--- src/rtl/npc_gen.sv ---
// Program-counter generator: holds the fetch PC and selects the next PC from
// exception entry, jr, J-type, branch or sequential sources, with optional delay slot.
module npc_gen #(
    parameter int          ADDR_W     = 32,
    parameter logic [31:0] RESET_VEC  = 32'h0040_0000,
    parameter logic [31:0] EXC_VEC    = 32'h0040_0004,
    parameter int          DELAY_SLOT = 0
) (
    input  logic              clk,
    input  logic              rst_n,
    input  logic              en,
    input  logic              br_taken,
    input  logic [15:0]       br_offset,
    input  logic              j_req,
    input  logic [25:0]       j_index,
    input  logic              jr_req,
    input  logic [ADDR_W-1:0] jr_target,
    input  logic              exc_req,
    output logic [ADDR_W-1:0] pc,
    output logic [ADDR_W-1:0] pc_plus4,
    output logic              slot_pending,
    output logic              jr_misalign
);

    typedef enum logic {
        RUN  = 1'b0,
        SLOT = 1'b1
    } state_e;

    localparam logic [ADDR_W-1:0] RST_PC   = ADDR_W'(RESET_VEC);
    localparam logic [ADDR_W-1:0] EXC_PC   = ADDR_W'(EXC_VEC);
    // Bits above the 256 MB segment that a J-type jump keeps from pc_plus4.
    localparam logic [ADDR_W-1:0] SEG_MASK = ~ADDR_W'(28'hFFF_FFFF);

    // Branch: signed word offset, scaled by 4, added modulo 2^ADDR_W.
    function automatic logic [ADDR_W-1:0] b_target(input logic [ADDR_W-1:0] pc4,
                                                   input logic [15:0]       off);
        logic signed [ADDR_W-1:0] disp;
        disp = {{(ADDR_W-18){off[15]}}, off, 2'b00};
        return pc4 + $unsigned(disp);
    endfunction

    // J-type: full-width result, the shifted index is never truncated.
    function automatic logic [ADDR_W-1:0] j_target(input logic [ADDR_W-1:0] pc4,
                                                   input logic [25:0]       idx);
        return (pc4 & SEG_MASK) | ADDR_W'({idx, 2'b00});
    endfunction

    function automatic logic [ADDR_W-1:0] r_target(input logic [ADDR_W-1:0] t);
        return {t[ADDR_W-1:2], 2'b00};
    endfunction

    state_e            state_q, state_d;
    logic [ADDR_W-1:0] pc_q, pc_d;
    logic [ADDR_W-1:0] tgt_q, tgt_d;
    logic              jr_misalign_q, jr_misalign_d;

    logic [ADDR_W-1:0] pc4;
    logic              redir_req;
    logic [ADDR_W-1:0] redir_tgt;
    logic              jr_bad;

    assign pc4 = pc_q + ADDR_W'(4);

    // Redirect source below the exception, in priority order jr > j > branch.
    always_comb begin
        redir_req = jr_req | j_req | br_taken;
        redir_tgt = pc4;
        if (jr_req) begin
            redir_tgt = r_target(jr_target);
        end else if (j_req) begin
            redir_tgt = j_target(pc4, j_index);
        end else if (br_taken) begin
            redir_tgt = b_target(pc4, br_offset);
        end
        jr_bad = jr_req && (jr_target[1:0] != 2'b00);
    end

    always_comb begin
        state_d       = state_q;
        pc_d          = pc_q;
        tgt_d         = tgt_q;
        jr_misalign_d = 1'b0;
        if (en) begin
            unique case (state_q)
                RUN: begin
                    if (exc_req) begin
                        pc_d = EXC_PC;
                    end else if (redir_req) begin
                        jr_misalign_d = jr_bad;
                        if (DELAY_SLOT != 0) begin
                            tgt_d   = redir_tgt;
                            pc_d    = pc4;
                            state_d = SLOT;
                        end else begin
                            pc_d = redir_tgt;
                        end
                    end else begin
                        pc_d = pc4;
                    end
                end
                SLOT: begin
                    // Requests from the delay-slot instruction itself are not honoured.
                    pc_d    = exc_req ? EXC_PC : tgt_q;
                    tgt_d   = '0;
                    state_d = RUN;
                end
                default: begin
                    state_d = RUN;
                end
            endcase
        end
    end

    always_ff @(posedge clk or negedge rst_n) begin
        if (!rst_n) begin
            state_q       <= RUN;
            pc_q          <= RST_PC;
            tgt_q         <= '0;
            jr_misalign_q <= 1'b0;
        end else begin
            state_q       <= state_d;
            pc_q          <= pc_d;
            tgt_q         <= tgt_d;
            jr_misalign_q <= jr_misalign_d;
        end
    end

    assign pc           = pc_q;
    assign pc_plus4     = pc4;
    assign slot_pending = (state_q == SLOT);
    assign jr_misalign  = jr_misalign_q;

endmodule

--- config.mk ---
export PLATFORM = sky130hd
export DESIGN_NAME = npc_gen
export DESIGN_NICKNAME = d
export VERILOG_FILES = /design/src/rtl/npc_gen.sv
export SDC_FILE = /design/constraint.sdc
export NUM_CORES = 1
export LEC_CHECK = 0
export CORE_MARGIN = 2
export CORE_UTILIZATION = 30
export CTS_CLUSTER_DIAMETER = 40
export CTS_CLUSTER_SIZE = 14
export DETAILED_ROUTE_END_ITERATION = 12
export HOLD_SLACK_MARGIN = 0.15
export SLEW_MARGIN = 10
export SYNTH_ARGS = -nofsm -noshare
export SYNTH_HDL_FRONTEND = slang
export SYNTH_SLANG_ARGS = --single-unit
--- constraint.sdc ---
create_clock -name clk -period 8.2 [get_ports clk]
set_input_delay 1.23 -clock clk [delete_from_list [all_inputs] [get_ports clk]]
set_output_delay 1.23 -clock clk [all_outputs]
set_load 0.005 [all_outputs]
### Yosys cells after proc, flatten, opt, wreduce, memory -nomap -nowiden

Index checks and enable logic that the tools add are counted.

* register bits: 33
* bits in latches: 0
* memory bits (writable): 0
* bits in read-only memories: 0
* input bits: 81
* output and inout bits: 66
* logic and storage cells: 17
* memories kept: 0

* add/sub/neg operators: 2
* $mul: 0
* div/mod/pow operators: 0
* order comparisons: 0
* equality and inequality tests: 0
* shift-type cells: 0
* muxes and demuxes: 8
* bitwise operators: 3
* reduce and logical (&&, ||, !) cells: 2

Operators with widths (count)
* two-way mux 32 bit: 5
* adder 32 x 3 -> 32 bit (second input constant): 1
* adder 32 bit: 1
* OR 32 x 28 -> 32 bit: 1
* two-way mux 1 bit: 3
* OR 1 bit: 2
* nonzero test 2 bit: 1
* logical AND 1 bit: 1

### Depth between registers and ports, before layout

Gate-level depths: netlist of run 1.

* word-level depth: 7
* depth in mapped cells: 17
* depth with buffers taken out: 16

### Least setup slack after synthesis of run 1

No wires, ideal clock.

* kind: reg-to-reg
* from: register pc_q[2] (netlist: pc[2])
* to: register pc_q[29] (netlist: pc[29])
* library setup time: 0.126 ns
* arrival: 3.734 ns
* data required time: 8.074 ns
* slack: 4.340 ns
* cell stages (with the launch flop): 17
* path buffers: 0
* clock period less this slack: 3.860 ns
* cell sequence: dfrtp_1 > ha_1 > nand2_1 > or2_1 > nor4_2 > nand3_1 > xnor2_1 > ha_1 > a21o_1 > a21o_1 > o21a_1 > o21a_1 > o21ai_0 > o311ai_4 > xnor2_1 > a211oi_1 > a221o_1

* cells in the longest elaborated chain, start to end: 7
* elaborated cells between the ends (all ways): 8
* those cells by class: add/sub (2); mux (5); bitwise (1)

Ends and longest elaborated chain
* start, declared: RTL line 54 `logic [ADDR_W-1:0] pc_q, pc_d;`
* start signal, assigned: RTL line 123 `pc_q <= pc_d;`
* adder 32 x 3 -> 32 bit: RTL line 63 `assign pc4 = pc_q + ADDR_W'(4);`
* named net pc_plus4[24]: RTL line 20 `output logic [ADDR_W-1:0] pc_plus4,`
* adder 32 bit: RTL line 40 `return pc4 + $unsigned(disp);`
* two-way mux 32 bit: RTL line 73 `end else if (br_taken) begin`
* two-way mux 32 bit: RTL line 71 `end else if (j_req) begin`
* two-way mux 32 bit: RTL line 69 `if (jr_req) begin`
* two-way mux 32 bit: RTL line 89 `end else if (redir_req) begin`
* two-way mux 32 bit: RTL line 87 `if (exc_req) begin`

The timed path passes the listed nets, and every way through them passes these cells.
A chain may end at the register's enable or synchronous reset.

### Final worst setup path of run 1

* from: register pc_q[4] (netlist: pc[4])
* to: output pc_plus4[27]

* cells in the longest elaborated chain, start to end: 1

Ends and longest elaborated chain (RTL line)
* adder 32 x 3 -> 32 bit: 63
* end, declared: 20

No other way between the ends.

==> results of run 1 <==
through the flow:
stage	util [%]	hold slack, ns	cells	power, mW	setup slack, ns
detailed placement	42.4	0.548	835	0.613	3.67
global route	43.5	0.605	843	0.866	3.35
global placement	42.4	0.547	835	0.612	3.69
CTS	43.5	0.567	843	0.814	3.60
finish	43.5	0.570	843	0.812	3.61
floorplan	-	0.530	539	0.437	4.34
worst max path at each step:
| stage | start | depth (start not counted) | to | slack [ns] |
|---|---|---|---|---|
| after floorplan | pc[2]$_DFFE_PN0P_ | 16 | pc[29]$_DFFE_PN0P_ | 4.34 |
| after global placement | br_offset[15] | 11 | pc[30]$_DFFE_PN0P_ | 3.69 |
| after detailed placement | br_offset[15] | 11 | pc[30]$_DFFE_PN0P_ | 3.67 |
| after CTS | pc[4]$_DFFE_PN0P_ | 7 | pc_plus4[27] | 3.60 |
| after global routing | pc[4]$_DFFE_PN0P_ | 7 | pc_plus4[27] | 3.35 |
| final | pc[4]$_DFFE_PN0P_ | 7 | pc_plus4[27] | 3.61 |
logic make-up after synthesis:
family	share of synthesized area (%)
AO/OA/AOI/OAI	31.1
AND/OR/NAND/NOR	20.7
XOR/XNOR	11.0
buffers and inverters	5.18
adder cells (fa/ha/maj)	11.4
flip-flops	18.8
multiplexers	1.70
other	0.0908
cell usage after synthesis (3+ instances only):
cell,number
a22o_1,5
or3_1,3
a21oi_1,47
dfrtp_1,30
nand2_1,54
nor2b_1,5
nor2_1,52
o31ai_1,5
and3_1,7
o22ai_1,3
o21ai_1,8
o21ai_0,22
inv_1,13
xnor2_1,33
clkbuf_8,3
o2bb2ai_1,5
nor4_1,4
o221ai_1,3
o211ai_1,5
nand4_1,7
a211oi_1,15
a22oi_1,6
o21a_1,11
nand2b_1,3
buf_4,5
nor3_1,11
and4_1,3
a31oi_1,5
nand3_1,16
mux2i_1,7
a221o_1,5
a21o_1,15
and2_1,4
a211o_1,5
xor2_1,19
ha_1,36
clkbuf_1,15
power by group:
group / internal (mW) / switching [mW]
Sequential: 0.170 / 0.0284
Clock: 0.121 / 0.0753
Combinational: 0.212 / 0.207
cell type report:
type,count,area share (%)
inverters,15,0.969
clock inverters,1,0.0862
flip-flops and latches,31,13.4
clock buffers,7,2.46
repair buffers,147,25.1
multi-input cells,466,54.3
well taps,176,3.79
per-layer routing:
metal | up-vias | share of wire, % | global-route usage (%)
met4 | 0 | 2.2 | 7.04
li1 | 2239 | - | -
met1 | 2261 | 45 | 28.7
met3 | 28 | 6.6 | 4.51
met2 | 167 | 46 | 36.3
met5 | - | 0 | 0
sequential cells by signal (all words and copies together) (netlist names):
signal	cells
jr_misalign	1
pc	30
==> flow_summary_export.csv, run 1 <==
group,metric,value,unit
synth,synth_area_leaders,"dfrtp_1 18%, ha_1 11%, xnor2_1 7.0%, a21oi_1 5.7%, nand2_1 4.9%",
routing,post_drt_wl_per_cell,19.3,um
finish,final_cell_mix,"141 x clkdlybuf4s50_1, 54 x nand2_1, 52 x nor2_1",
floorplan,die_x,121,um
clock_network,hold_buffers,0,
sta,finalCriticalPeriod,4.59,ns
synth,syn_area_per_cell,7.72,um2
setup_path,r2r_cells,16,
synth,synth-seq-cells,31,
synth,ys_seq_area_share,18.8,%
clock_network,post-cts-setup-buffers,0,
finish,multi_input_area,0.00315,mm2
synth,yosysTopAreaCell,"dfrtp_1",
routing,via_per_inst,5.57,
setup_path,critPathArrivalTime,3.36,ns
setup_path,cp-end-kind,"primary output",
clock_network,cts_tree,"yes",
sta,skew,0.00719,ns
floorplan,fp.dieH,121,um
sta,min_period_over_period,56.0,%
placed_design,port-buffer-count,141,
min_path,hold_end,"pc[3]$_DFFE_PN0P_",
finish,diodes,0,
setup_path,r2r-start,"pc[4]$_DFFE_PN0P_",
min_path,hp-start,"pc[3]$_DFFE_PN0P_",
placed_design,place_hpwl,12300,um
clock_network,htreeDepth,2,
finish,fin_area,0.00581,mm2
global_routing,antenna_found_initial,0,
finish,fill_cells,1351,
clock_network,cts_buffers,5,
placed_design,placed_cell_area,0.00566,mm2
synth,syn_area,0.00413,mm2
sta,grt_setup_unrepaired,"no",
power_and_ir_drop,peakVddDrop,0.0000617,V
global_routing,grt_max_degree,37,
status,status,"completed",
routing,antenna_left,0,
min_path,hold_class,"register to register",
setup_path,criticalPathCategory,"register to primary output",
finish,fin_nets,784,
sta,setup_tns,0,ns
sta,maxSlewHeadroom,30.7,%
sta,setup_violations,0,
global_routing,grt_pass1_vias,4610,
synth,synth-async-reset-ratio,100,%
setup_path,cp_data_required_time,6.97,ns
setup_path,crit_family,"simple AND/OR/NAND/NOR gates",
sta,worst_pin_slew,1.03,ns
setup_path,max_stage_delay,0.82,ns
routing,first_pass_iters,5,
clock_network,clk_pin_slew,0.05,ns
min_path,min_path_cells,1,
setup_path,path_cells,"nand3_1 -> nor2_1 -> nand3_1 -> nor4_1 -> nand3_1 -> xnor2_1 -> clkdlybuf4s50_1",
synth,synth_cells,535,
clock_network,cts_max_path_buffers,2,
clock_network,worst_skew_pair.late_latency,0.29,ns
synth,synth_top_area_share,18.2,%
floorplan,die-area,0.0147,mm2
finish,final_common_cell,"clkdlybuf4s50_1",
routing,drc,0,
routing,wirelength,16300,um
floorplan,rows,42,
floorplan,io_pins,147,
routing,drt_iter0_drc,335,
finish,syn2layout_area_growth,40.7,%
clock_network,clock_sinks,31,
clock_network,cts_resized,0,
setup_path,reg2reg_slack,3.76,ns
floorplan,start_util,30.9,%
finish,final-seq-area,777,um2
power_and_ir_drop,powerDensity,140,mW/mm2
sta,maxSlewViolCount,0,
setup_path,r2r_end,"pc[30]$_DFFE_PN0P_",
global_routing,grt_pass1_wl,25300,um
global_routing,grt_usage,22.0,%
synth,synthDistinctLibCells,71,
finish,final_layout_size_suffix_gt1_share,3.90,%
clock_network,clockRootBuffer,"clkbuf_16",
synth,synth-edff-count,0,
global_routing,gr-total-overflow,0,
setup_path,critPathLaunchType,"register",
sta,fmax,0.218,GHz
power_and_ir_drop,p_leak,2.41,nW
synth,ys_dominant_reg_cell,"dfrtp_1",
setup_path,cpMostUsedCell,"nand3_1",
sta,hold_violations,0,
flow_run,maxCapViolCount,0,
setup_path,crit_slowest_cell,"nor4_1",
setup_path,path_buf_inv,1,
routing,vias,4695,
floorplan,core-area,0.0133,mm2
placed_design,place.gp.congestion,0.901,
setup_path,crit_fanout,6,
synth,yosysWarnings,0,
(Power assumes the default switching activity.)
==> inputs of run 2 (changes only) <==
clock period = 3.96 ns   (was 8.2 ns; I/O delays follow)
==> flow_summary_export.csv, run 2 (synthesized netlist as in run 1, its figures left out) <==
group,metric,value,unit
global_routing,antenna_found_initial,0,
power_and_ir_drop,p_leak,2.65,nW
setup_path,critPathLaunchType,"register",
floorplan,io_pins,147,
global_routing,grt_pass1_wl,25200,um
sta,grt_setup_unrepaired,"no",
power_and_ir_drop,p_sw,674,uW
setup_path,crit_family,"compound AO/OA/AOI/OAI gates",
setup_path,crit_slowest_cell,"or4_4",
sta,fmax,0.266,GHz
sta,hold_violations,0,
sta,setup_tns,0,ns
routing,wirelength,16800,um
setup_path,r2r_cells,14,
power_and_ir_drop,powerDensity,293,mW/mm2
finish,final_common_cell,"clkdlybuf4s50_1",
clock_network,htreeDepth,2,
setup_path,cp_data_required_time,4.13,ns
power_and_ir_drop,pwr-share-clk,26.3,%
setup_path,max_stage_delay,0.57,ns
global_routing,grt_pass1_vias,4637,
clock_network,cts_tree,"yes",
setup_path,cp-end-kind,"register",
routing,via_per_inst,5.50,
sta,maxSlewHeadroom,53.1,%
routing,antenna_left,0,
finish,fill_cells,1308,
finish,diodes,0,
power_and_ir_drop,p_comb_share,52.0,%
setup_path,reg2reg_slack,0.21,ns
routing,drt_iter0_drc,401,
floorplan,rows,42,
floorplan,start_util,30.9,%
routing,post_drt_wl_per_cell,19.0,um
global_routing,grt_max_degree,36,
status,status,"completed",
min_path,hp-start,"pc[3]$_DFFE_PN0P_",
clock_network,clk_pin_slew,0.06,ns
setup_path,cpMostUsedCell,"xnor2_1",
sta,min_period_over_period,94.8,%
clock_network,clockRootBuffer,"clkbuf_16",
sta,worst_pin_slew,0.703,ns
sta,maxSlewViolCount,0,
finish,final_layout_size_suffix_gt1_share,12.0,%
flow_run,maxCapViolCount,0,
finish,largest_reg_flops,30,
placed_design,port-buffer-count,141,
setup_path,criticalPathCategory,"register to register",
global_routing,grt_usage,21.9,%
clock_network,clock_sinks,31,
placed_design,place.gp.congestion,0.954,
power_and_ir_drop,peakVddDrop,0.000167,V
setup_path,r2r-start,"pc[2]$_DFFE_PN0P_",
finish,final_cell_mix,"141 x clkdlybuf4s50_1, 54 x nand2_1, 49 x nor2_1",
finish,utilization,46.7,%
floorplan,die-area,0.0147,mm2
power_and_ir_drop,sw_frac_of_total,36.8,%
finish,fin_nets,824,
placed_design,place_hpwl,12700,um
clock_network,worst_skew_pair.late_latency,0.28,ns
floorplan,die_x,121,um
setup_path,path_buf_inv,0,
floorplan,core-area,0.0133,mm2
setup_path,path_cells,"ha_2 -> nand2_1 -> or2_4 -> xnor2_1 -> ha_1 -> o211ai_1 -> a21o_1 -> or4_4 -> a21oi_4 -> o221ai_4 -> o311ai_4 -> xnor2_1 -> a211oi_1 -> a221o_1",
floorplan,fp.dieH,121,um
routing,drc,0,
sta,skew,0.00454,ns
sta,setup_violations,0,
finish,syn2layout_area_growth,51.1,%
power_and_ir_drop,p_int,1.16,mW
sta,finalCriticalPeriod,3.75,ns
global_routing,gr-total-overflow,0,
routing,vias,4859,
setup_path,critPathArrivalTime,3.92,ns
routing,first_pass_iters,5,
setup_path,r2r_end,"pc[29]$_DFFE_PN0P_",
min_path,hold_class,"register to register",
power_and_ir_drop,seq_power_share,21.7,%
clock_network,cts_max_path_buffers,2,
setup_path,crit_fanout,5,
min_path,min_path_cells,1,
min_path,hold_end,"pc[3]$_DFFE_PN0P_",
clock_network,cts_buffers,5,
run 2: layout make-up:
class                           count  area (um2)  area share [%]
Clock inverter                      2        35.0           0.562
Inverter                           15        56.3           0.903
Tap cell                          176         220            3.53
Clock buffer                        6         139            2.23
Sequential cell                    31         777            12.5
Multi-Input combinational cell    466        3250            52.2
Timing Repair Buffer              187        1760            28.2
run 2: power by group through the flow:
| stage | clock [mW] | sequential [mW] | combinational [mW] |
|---|---|---|---|
| detailed placement | 0 | 0.400 | 0.918 |
| floorplan | 0 | 0.401 | 0.504 |
| global placement | 0 | 0.399 | 0.916 |
| global route | 0.495 | 0.402 | 1.03 |
| CTS | 0.484 | 0.394 | 0.926 |
| finish | 0.481 | 0.398 | 0.951 |
run 2: worst max path at each step:
stage / start / endpoint / slack, ns / depth (start not counted)
detailed placement: pc[2]$_DFFE_PN0P_ / pc[29]$_DFFE_PN0P_ / 0.03 / 16
global placement: pc[2]$_DFFE_PN0P_ / pc[29]$_DFFE_PN0P_ / 0.11 / 14
finish: pc[2]$_DFFE_PN0P_ / pc[29]$_DFFE_PN0P_ / 0.21 / 14
floorplan: pc[2]$_DFFE_PN0P_ / pc[29]$_DFFE_PN0P_ / 0.1 / 16
CTS: pc[2]$_DFFE_PN0P_ / pc[29]$_DFFE_PN0P_ / 0.02 / 16
global route: pc[6]$_DFFE_PN0P_ / pc[29]$_DFFE_PN0P_ / 0.02 / 17
run 2: per-stage QoR:
stage	area, um2	cells	total power, mW	setup WS, ns	hold slack, ns
after floorplan	4140	539	0.905	0.0998	0.298
after global placement	5940	872	1.31	0.114	0.549
after detailed placement	5940	872	1.32	0.0299	0.569
after CTS	6110	880	1.80	0.0156	0.583
after global routing	6240	883	1.93	0.0250	0.610
final	6240	883	1.83	0.207	0.590
run 2: repair_timing:
item                       4_1_cts  5_1_grt
setup endpoints to repair        0        8
hold buffers                     0        0
resized for setup                0       22
setup buffers                    0        3
run 2: metal layers:
metal / wire length, um / GRT usage (%) / vias up
met4: 257 / 5.82 / 0
met2: 7840 / 35.8 / 209
met3: 1170 / 2.82 / 22
met1: 7520 / 30.5 / 2314
li1: - / - / 2314
met5: 0 / 0 / -
==> inputs of run 3 (changes only) <==
CTS_CLUSTER_SIZE = unset   (was 14)
==> results of run 3 <==
Same layout as run 2: the final DEF is identical, and so are final timing and power.
